--- src/rtl/mem_port_arbiter_if.sv ---
// Bus bundle between the pipeline requesters, the arbiter and the shared memory.
// The slave view belongs to the arbiter; the master view is the surrounding pipeline and memory.
interface mem_port_arbiter_if #(
   parameter int ADDR_W = 32,
   parameter int DATA_W = 32
);
   logic              if_req;
   logic [ADDR_W-1:0] if_addr;
   logic [DATA_W-1:0] if_rdata;
   logic              if_ack;
   logic              mem_req;
   logic              mem_we;
   logic [ADDR_W-1:0] mem_addr;
   logic [DATA_W-1:0] mem_wdata;
   logic [DATA_W-1:0] mem_rdata;
   logic              mem_ack;
   logic              ram_req;
   logic              ram_we;
   logic [ADDR_W-1:0] ram_addr;
   logic [DATA_W-1:0] ram_wdata;
   logic [DATA_W-1:0] ram_rdata;
   logic              ram_ready;
   logic              stall;

   modport slave (
      input  if_req, if_addr, mem_req, mem_we, mem_addr, mem_wdata, ram_rdata, ram_ready,
      output if_rdata, if_ack, mem_rdata, mem_ack, ram_req, ram_we, ram_addr, ram_wdata, stall
   );

   modport master (
      output if_req, if_addr, mem_req, mem_we, mem_addr, mem_wdata, ram_rdata, ram_ready,
      input  if_rdata, if_ack, mem_rdata, mem_ack, ram_req, ram_we, ram_addr, ram_wdata, stall
   );
endinterface

--- src/rtl/mem_port_arbiter.sv ---
// Shares one variable-latency single-port memory between instruction fetch and the MEM stage.
// MEM has fixed priority; fetch is forced through after STARVE_LIMIT consecutive MEM grants.
module mem_port_arbiter #(
   parameter int ADDR_W       = 32,
   parameter int DATA_W       = 32,
   parameter int STARVE_LIMIT = 4
) (
   input  logic              clk,
   input  logic              rst_n,
   mem_port_arbiter_if.slave bus
);
   typedef enum logic [1:0] {IDLE, BUSY_MEM, BUSY_IF, DONE} state_t;

   state_t            state_reg;
   logic              ram_req_reg;
   logic              ram_we_reg;
   logic [ADDR_W-1:0] ram_addr_reg;
   logic [DATA_W-1:0] ram_wdata_reg;
   logic [DATA_W-1:0] if_rdata_reg;
   logic [DATA_W-1:0] mem_rdata_reg;
   logic              if_ack_reg;
   logic              mem_ack_reg;
   logic [3:0]        starve_cnt_reg;

   logic if_live;
   logic mem_live;
   logic mem_wins;

   // A requester whose ack is showing is finishing, not asking again.
   assign if_live  = bus.if_req & ~if_ack_reg;
   assign mem_live = bus.mem_req & ~mem_ack_reg;
   assign mem_wins = mem_live & (~if_live | (starve_cnt_reg < 4'(STARVE_LIMIT)));

   assign bus.ram_req   = ram_req_reg;
   assign bus.ram_we    = ram_we_reg;
   assign bus.ram_addr  = ram_addr_reg;
   assign bus.ram_wdata = ram_wdata_reg;
   assign bus.if_rdata  = if_rdata_reg;
   assign bus.mem_rdata = mem_rdata_reg;
   assign bus.if_ack    = if_ack_reg;
   assign bus.mem_ack   = mem_ack_reg;
   assign bus.stall     = if_live | mem_live;

   always_ff @(posedge clk or negedge rst_n) begin
      if (!rst_n) begin
         state_reg      <= IDLE;
         ram_req_reg    <= 1'b0;
         ram_we_reg     <= 1'b0;
         ram_addr_reg   <= '0;
         ram_wdata_reg  <= '0;
         if_rdata_reg   <= '0;
         mem_rdata_reg  <= '0;
         if_ack_reg     <= 1'b0;
         mem_ack_reg    <= 1'b0;
         starve_cnt_reg <= '0;
      end else begin
         case (state_reg)
            IDLE: begin
               if (mem_wins) begin
                  state_reg     <= BUSY_MEM;
                  ram_req_reg   <= 1'b1;
                  ram_we_reg    <= bus.mem_we;
                  ram_addr_reg  <= bus.mem_addr;
                  ram_wdata_reg <= bus.mem_wdata;
                  // mem_wins with fetch waiting implies count < limit, so this saturates at the limit
                  starve_cnt_reg <= if_live ? starve_cnt_reg + 4'd1 : 4'd0;
               end else if (if_live) begin
                  state_reg      <= BUSY_IF;
                  ram_req_reg    <= 1'b1;
                  ram_we_reg     <= 1'b0;
                  ram_addr_reg   <= bus.if_addr;
                  ram_wdata_reg  <= '0;
                  starve_cnt_reg <= '0;
               end
            end
            BUSY_MEM: begin
               if (bus.ram_ready) begin
                  state_reg   <= DONE;
                  ram_req_reg <= 1'b0;
                  ram_we_reg  <= 1'b0;
                  mem_ack_reg <= 1'b1;
                  if (!ram_we_reg) begin
                     mem_rdata_reg <= bus.ram_rdata;
                  end
               end
            end
            BUSY_IF: begin
               if (bus.ram_ready) begin
                  state_reg    <= DONE;
                  ram_req_reg  <= 1'b0;
                  ram_we_reg   <= 1'b0;
                  if_ack_reg   <= 1'b1;
                  if_rdata_reg <= bus.ram_rdata;
               end
            end
            DONE: begin
               state_reg   <= IDLE;
               if_ack_reg  <= 1'b0;
               mem_ack_reg <= 1'b0;
            end
            default: begin
               state_reg <= IDLE;
            end
         endcase
      end
   end
endmodule
--- src/flat_wrapper.sv ---
// flat-port wrapper written by rule: the top's interface ports become plain ports
module mem_port_arbiter_flat 
#(
   parameter int ADDR_W       = 32,
   parameter int DATA_W       = 32,
   parameter int STARVE_LIMIT = 4
)
  (clk, rst_n, bus_if_req, bus_if_addr, bus_mem_req, bus_mem_we, bus_mem_addr, bus_mem_wdata, bus_ram_rdata, bus_ram_ready, bus_if_rdata, bus_if_ack, bus_mem_rdata, bus_mem_ack, bus_ram_req, bus_ram_we, bus_ram_addr, bus_ram_wdata, bus_stall);
  mem_port_arbiter_if #(.ADDR_W(ADDR_W), .DATA_W(DATA_W)) bus_i ();
  input  logic clk;
  input  logic rst_n;
  input wire logic [$bits(bus_i.if_req)-1:0] bus_if_req;
  input wire logic [$bits(bus_i.if_addr)-1:0] bus_if_addr;
  input wire logic [$bits(bus_i.mem_req)-1:0] bus_mem_req;
  input wire logic [$bits(bus_i.mem_we)-1:0] bus_mem_we;
  input wire logic [$bits(bus_i.mem_addr)-1:0] bus_mem_addr;
  input wire logic [$bits(bus_i.mem_wdata)-1:0] bus_mem_wdata;
  input wire logic [$bits(bus_i.ram_rdata)-1:0] bus_ram_rdata;
  input wire logic [$bits(bus_i.ram_ready)-1:0] bus_ram_ready;
  output wire logic [$bits(bus_i.if_rdata)-1:0] bus_if_rdata;
  output wire logic [$bits(bus_i.if_ack)-1:0] bus_if_ack;
  output wire logic [$bits(bus_i.mem_rdata)-1:0] bus_mem_rdata;
  output wire logic [$bits(bus_i.mem_ack)-1:0] bus_mem_ack;
  output wire logic [$bits(bus_i.ram_req)-1:0] bus_ram_req;
  output wire logic [$bits(bus_i.ram_we)-1:0] bus_ram_we;
  output wire logic [$bits(bus_i.ram_addr)-1:0] bus_ram_addr;
  output wire logic [$bits(bus_i.ram_wdata)-1:0] bus_ram_wdata;
  output wire logic [$bits(bus_i.stall)-1:0] bus_stall;
  assign bus_i.if_req = bus_if_req;
  assign bus_i.if_addr = bus_if_addr;
  assign bus_i.mem_req = bus_mem_req;
  assign bus_i.mem_we = bus_mem_we;
  assign bus_i.mem_addr = bus_mem_addr;
  assign bus_i.mem_wdata = bus_mem_wdata;
  assign bus_i.ram_rdata = bus_ram_rdata;
  assign bus_i.ram_ready = bus_ram_ready;
  assign bus_if_rdata = bus_i.if_rdata;
  assign bus_if_ack = bus_i.if_ack;
  assign bus_mem_rdata = bus_i.mem_rdata;
  assign bus_mem_ack = bus_i.mem_ack;
  assign bus_ram_req = bus_i.ram_req;
  assign bus_ram_we = bus_i.ram_we;
  assign bus_ram_addr = bus_i.ram_addr;
  assign bus_ram_wdata = bus_i.ram_wdata;
  assign bus_stall = bus_i.stall;
  mem_port_arbiter #(.ADDR_W(ADDR_W), .DATA_W(DATA_W), .STARVE_LIMIT(STARVE_LIMIT)) u_core (.clk(clk), .rst_n(rst_n), .bus(bus_i));
endmodule
--- config.mk ---
export PLATFORM = sky130hd
export DESIGN_NAME = mem_port_arbiter_flat
export DESIGN_NICKNAME = d
export VERILOG_FILES = /design/src/rtl/mem_port_arbiter_if.sv /design/src/rtl/mem_port_arbiter.sv /design/src/flat_wrapper.sv
export SDC_FILE = /design/constraint.sdc
export NUM_CORES = 1
export LEC_CHECK = 0
export CAP_MARGIN = 30
export CORE_ASPECT_RATIO = 0.8
export CORE_MARGIN = 2
export CORE_UTILIZATION = 45
export CTS_BUF_LIST = sky130_fd_sc_hd__clkbuf_8
export DETAILED_ROUTE_END_ITERATION = 6
export PLACE_DENSITY = 0.92
export SLEW_MARGIN = 20
export SYNTH_ARGS = -nofsm -noshare
export SYNTH_HDL_FRONTEND = slang
export SYNTH_SLANG_ARGS = --single-unit
--- constraint.sdc ---
create_clock -name clk -period 4.2 [get_ports clk]
set_input_delay 0.63 -clock clk [delete_from_list [all_inputs] [get_ports clk]]
set_output_delay 0.63 -clock clk [all_outputs]
set_load 0.03 [all_outputs]
## Yosys cells after proc, flatten, opt, wreduce, memory -nomap -nowiden

Index checks and enable logic that the tools add are counted.

- Bits in registers: 138
- Input port bits: 134
- Output and inout bits: 133
- Logic and storage cells: 62

- Add/sub/neg operators: 1
- $lt $le $gt $ge: 1
- Eq/ne operators: 7
- Multiplexer cells: 21
- Bitwise logic cells: 9
- Reductions and logical operators: 13

Operators with widths:

| kind | count |
|---|---|
| two-way mux 32 bit | 4 |
| two-way mux 4 bit | 3 |
| AND reduction 2 bit | 5 |
| case mux 1 bit (2 select lines) | 4 |
| nonzero test 2 bit | 4 |
| two-way mux 1 bit | 6 |
| two-way mux 2 bit | 3 |
| case mux 2 bit (3 select lines) | 1 |
| AND reduction 3 bit | 2 |
| adder 4 x 1 -> 4 bit, second input constant | 1 |
| == test 2 bit, second input constant | 2 |
| less-than comparator 4 x 3 -> 1 bit, second input constant | 1 |
| inequality test 2 bit, second input constant | 2 |
| NOT 1 bit | 4 |
| AND 1 bit | 3 |
| inequality test 3 x 1 -> 1 bit, second input constant | 1 |
| == test 2 x 1 -> 1 bit, second input constant | 1 |
| logical NOT 2 bit | 1 |
| inequality test 2 x 1 -> 1 bit, second input constant | 1 |
| OR 1 bit | 2 |
| OR reduction 2 bit | 1 |

## Longest topological paths before layout

- Word-level depth: 7
- Gate-level depth with buffers: 7
- Mapped depth without buffers: 5

## Least setup slack after synthesis

OpenSTA, ideal clock, no wires.

- Kind: reg-to-output
- From: register u_core.if_ack_reg (netlist: u_core.bus.if_ack)
- To: output bus_stall
- Arrival time: 1.042 ns
- Required time: 3.570 ns
- Slack: 2.528 ns
- Cell stages (with the launch flop): 4
- Buffers on the path: 1
- Cells stage by stage: dfrtp_1 -> nand2b_4 -> buf_6 -> nand2_1

- Cells in the longest elaborated chain, start to end: 3

RTL lines:

| what | line | RTL |
|---|---|---|
| start: declaration | mem_port_arbiter.sv:21 | `logic if_ack_reg;` |
| start signal: assignment | mem_port_arbiter.sv:53 | `if_ack_reg <= 1'b0;` |
| start signal: assignment | mem_port_arbiter.sv:92 | `if_ack_reg <= 1'b1;` |
| start signal: assignment | mem_port_arbiter.sv:98 | `if_ack_reg <= 1'b0;` |
| NOT 1 bit | mem_port_arbiter.sv:30 | `assign if_live = bus.if_req & ~if_ack_reg;` |
| AND 1 bit | mem_port_arbiter.sv:30 |  |
| OR 1 bit | mem_port_arbiter.sv:42 | `assign bus.stall = if_live \| mem_live;` |
| end: declaration | flat_wrapper.sv:28 | `output wire logic [$bits(bus_i.stall)-1:0] bus_stall;` |

Every way passes these cells.

## Worst setup path in the final report

- From: input bus_if_req
- To: output bus_stall

- Cells in the longest elaborated chain, start to end: 2

RTL lines:

| what | line | RTL |
|---|---|---|
| start: declaration | flat_wrapper.sv:12 | `input wire logic [$bits(bus_i.if_req)-1:0] bus_if_req;` |
| AND 1 bit | mem_port_arbiter.sv:30 |  |
| OR 1 bit | mem_port_arbiter.sv:42 |  |

Every way passes these cells.

==> results.yml <==
timing:
  period_share_pct: 63.4
  min_period_ns: 2.66
  setup_viol: 0
  hold_viol: 0
  drv_slew: 0
  fmax_mhz: 376
  tightest_slew_ns: 0.838
  slew_headroom_pct: 43.9
  setup_tns_ns: 0
  finalClockSkew_ns: 0.0172
  rsz0062_at_grt: "false"
global_route:
  grt_use_total_pct: 22.7
  grt_max_degree: 88
  grt_pass1_wl_um: 23100
  first_global_vias: 4610
  antenna_found_initial: 0
  grt_overflow: 0
drt:
  routed_via_density: 5.16
  dr_total_vias: 4493
  dr.pass1.iters: 4
  first_iter_violations: 239
  drc_errors: 0
  avgRoutedWirePerCell_um: 17.3
  postRouteWirelength_um: 15000
  final_antenna_net_count: 0
die:
  start_util_pct: 45.9
  die_area_um2: 13300
  num_io_pins: 267
  coreArea_um2: 12100
  core.rowCount: 36
  die_h_um: 103
  die_w_um: 128
clock_tree:
  cts_resized: 0
  cts_max_path_buffers: 2
  cts.sinks: 138
  cts_buffers: 17
  clkSlewWorstSetupHoldPaths_ns: 0.07
  cts_tree: "built"
  clock-root-buffer: "clkbuf_8"
  hold_buffers: 0
  clk_latency_ns: 0.43
  htreeDepth: 4
  post_cts_buffers: 0
logic_synthesis:
  synth.net_count: 580
  ys_types: 33
  synth_edf_count: 0
  synth_most_common_cell: "dfrtp_1"
  synth_top_area_share_pct: 62.1
  avgSynthCellArea_um2: 12.6
  postSynthCellCount: 440
  synth_common_cells: "dfrtp_1, a21oi_1, mux2_2, nand2_1, nor2_1"
  ys_warn_count: 0
  synth_async_sr_flop_share_pct: 100
  synth_ff_type: "dfrtp_1"
  yosysTopAreaCell: "dfrtp_1"
  syn-cell-area_um2: 5560
  yosys-top-cells-area: "dfrtp_1, mux2_2, a21oi_1, a22o_1, nand2_1"
  synth_seq_cells: 138
  synth.yosys.seq_area_share_pct: 62.1
cells_and_area:
  final_nets: 845
  syn2layout_area_growth_pct: 56.8
  layout-drive-gt1-share_pct: 15.6
  regArea_um2: 3450
  num-fill-cells: 788
  final_area_um2: 8710
  diodes: 0
  multi_input_area_um2: 1920
power:
  leakage_nw: 3.76
  irDropWorstVdd_v: 0.000515
  power.density_nw_per_um2: 868
  power_mw: 7.57
placement:
  dpl-instance-area_um2: 8300
  hpwl_um: 11000
  globalplace.congestion: 0.829
  io_buffer_count: 266
setup_path:
  endpoint_kind: "output port"
  critical_path_required_ns: 3.57
  cp-start-kind: "primary input"
  r2r_slack_ns: 1.99
  worstSetupPathType: "primary input to output port"
  crit_arrival_ns: 2.03
  crit_fanout: 7
flow_run:
  max-cap-violations: 0
hold_path:
  holdCritPathClass: "primary input to async pin"
status:
  status: "finished, final reports clean"
critical path, stage by stage:
cell             delay, ns
clkdlybuf4s50_1       0.53
nand2b_4              0.11
nand2_1               0.07
clkdlybuf4s50_1       0.69
logic make-up after synthesis:
| logic type | Yosys count | synth area share, % |
|---|---|---|
| multiplexers | 66 | 13.4 |
| AND/OR/NAND/NOR | 86 | 6.58 |
| adder cells (fa/ha/maj) | 6 | 1.35 |
| AO/OA/AOI/OAI | 113 | 13.2 |
| buffers and inverters | 31 | 3.35 |
| flip-flops | 138 | 62.1 |
path summary, 6_finish.rpt:
check | cells past startpoint | from | endpoint
min in group clk | 1 | u_core.starve_cnt_reg[3]$_DFFE_PN0P_ | u_core.starve_cnt_reg[3]$_DFFE_PN0P_
max in group asynchronous | 2 | rst_n | u_core.bus.ram_addr[1]$_DFFE_PN0P_
worst min-delay path | 1 | rst_n | u_core.bus.if_rdata[3]$_DFFE_PN0P_
worst max register to register | 5 | u_core.bus.if_ack$_DFFE_PN0P_ | u_core.bus.ram_wdata[12]$_DFFE_PN0P_
worst min register to register | 1 | u_core.starve_cnt_reg[3]$_DFFE_PN0P_ | u_core.starve_cnt_reg[3]$_DFFE_PN0P_
worst max-delay path | 4 | bus_if_req | bus_stall
area by class of cell:
class                      count  area share, %
clock inverter                13           1.74
tap                          152           2.18
timing repair buffer         274           31.3
inverter                       3          0.129
multi-input combinational    271           22.0
sequential                   138           39.6
clock buffer                  19           3.00
cell usage in the layout (no fill, tap or decap), types with 2 or more instances in the layout:
cell type	Yosys	layout
nand2b_1	2	2
inv_1	3	4
ha_1	6	6
nor2_1	35	35
buf_4	2	7
bufinv_16	0	3
dfrtp_1	138	138
a22o_1	32	32
o21ai_4	2	2
clkdlybuf4s50_1	0	265
clkbuf_8	0	19
nor2b_2	2	2
clkinv_4	0	2
mux2_2	65	65
clkinv_2	0	5
a21oi_1	70	70
o22ai_1	2	2
nand2_1	39	39
clkinvlp_4	0	2
buf_6	5	2
routing by layer:
metal	track usage, %	vias to the layer above	part of all wire [%]
li1	-	2075	-
met1	26.5	2226	40
met2	39.2	173	51
met3	7.46	19	7.3
met4	9.38	0	1.6
met5	0	-	0
metrics by stage:
| step | utilization, % | setup WS (ns) | hold WS, ns | std cells |
|---|---|---|---|---|
| 2_1_floorplan | - | 2.53 | 0.334 | 440 |
| 3_3_place_gp | 68.4 | 1.28 | 0.469 | 837 |
| 3_5_place_dp | 68.5 | 1.31 | 0.485 | 838 |
| 4_1_cts | 71.9 | 1.54 | 0.256 | 870 |
| 5_1_grt | 71.9 | 1.52 | 0.292 | 870 |
| 6_report | 71.9 | 1.54 | 0.241 | 870 |
report_power, final:
| group | switching, mW | leakage, nW | internal [mW] |
|---|---|---|---|
| Sequential | 0.383 | 1.67 | 1.99 |
| Clock | 0.491 | 0.212 | 0.613 |
| Combinational | 2.27 | 1.88 | 1.82 |
Note: power is estimated with default switching activity, not from simulation.
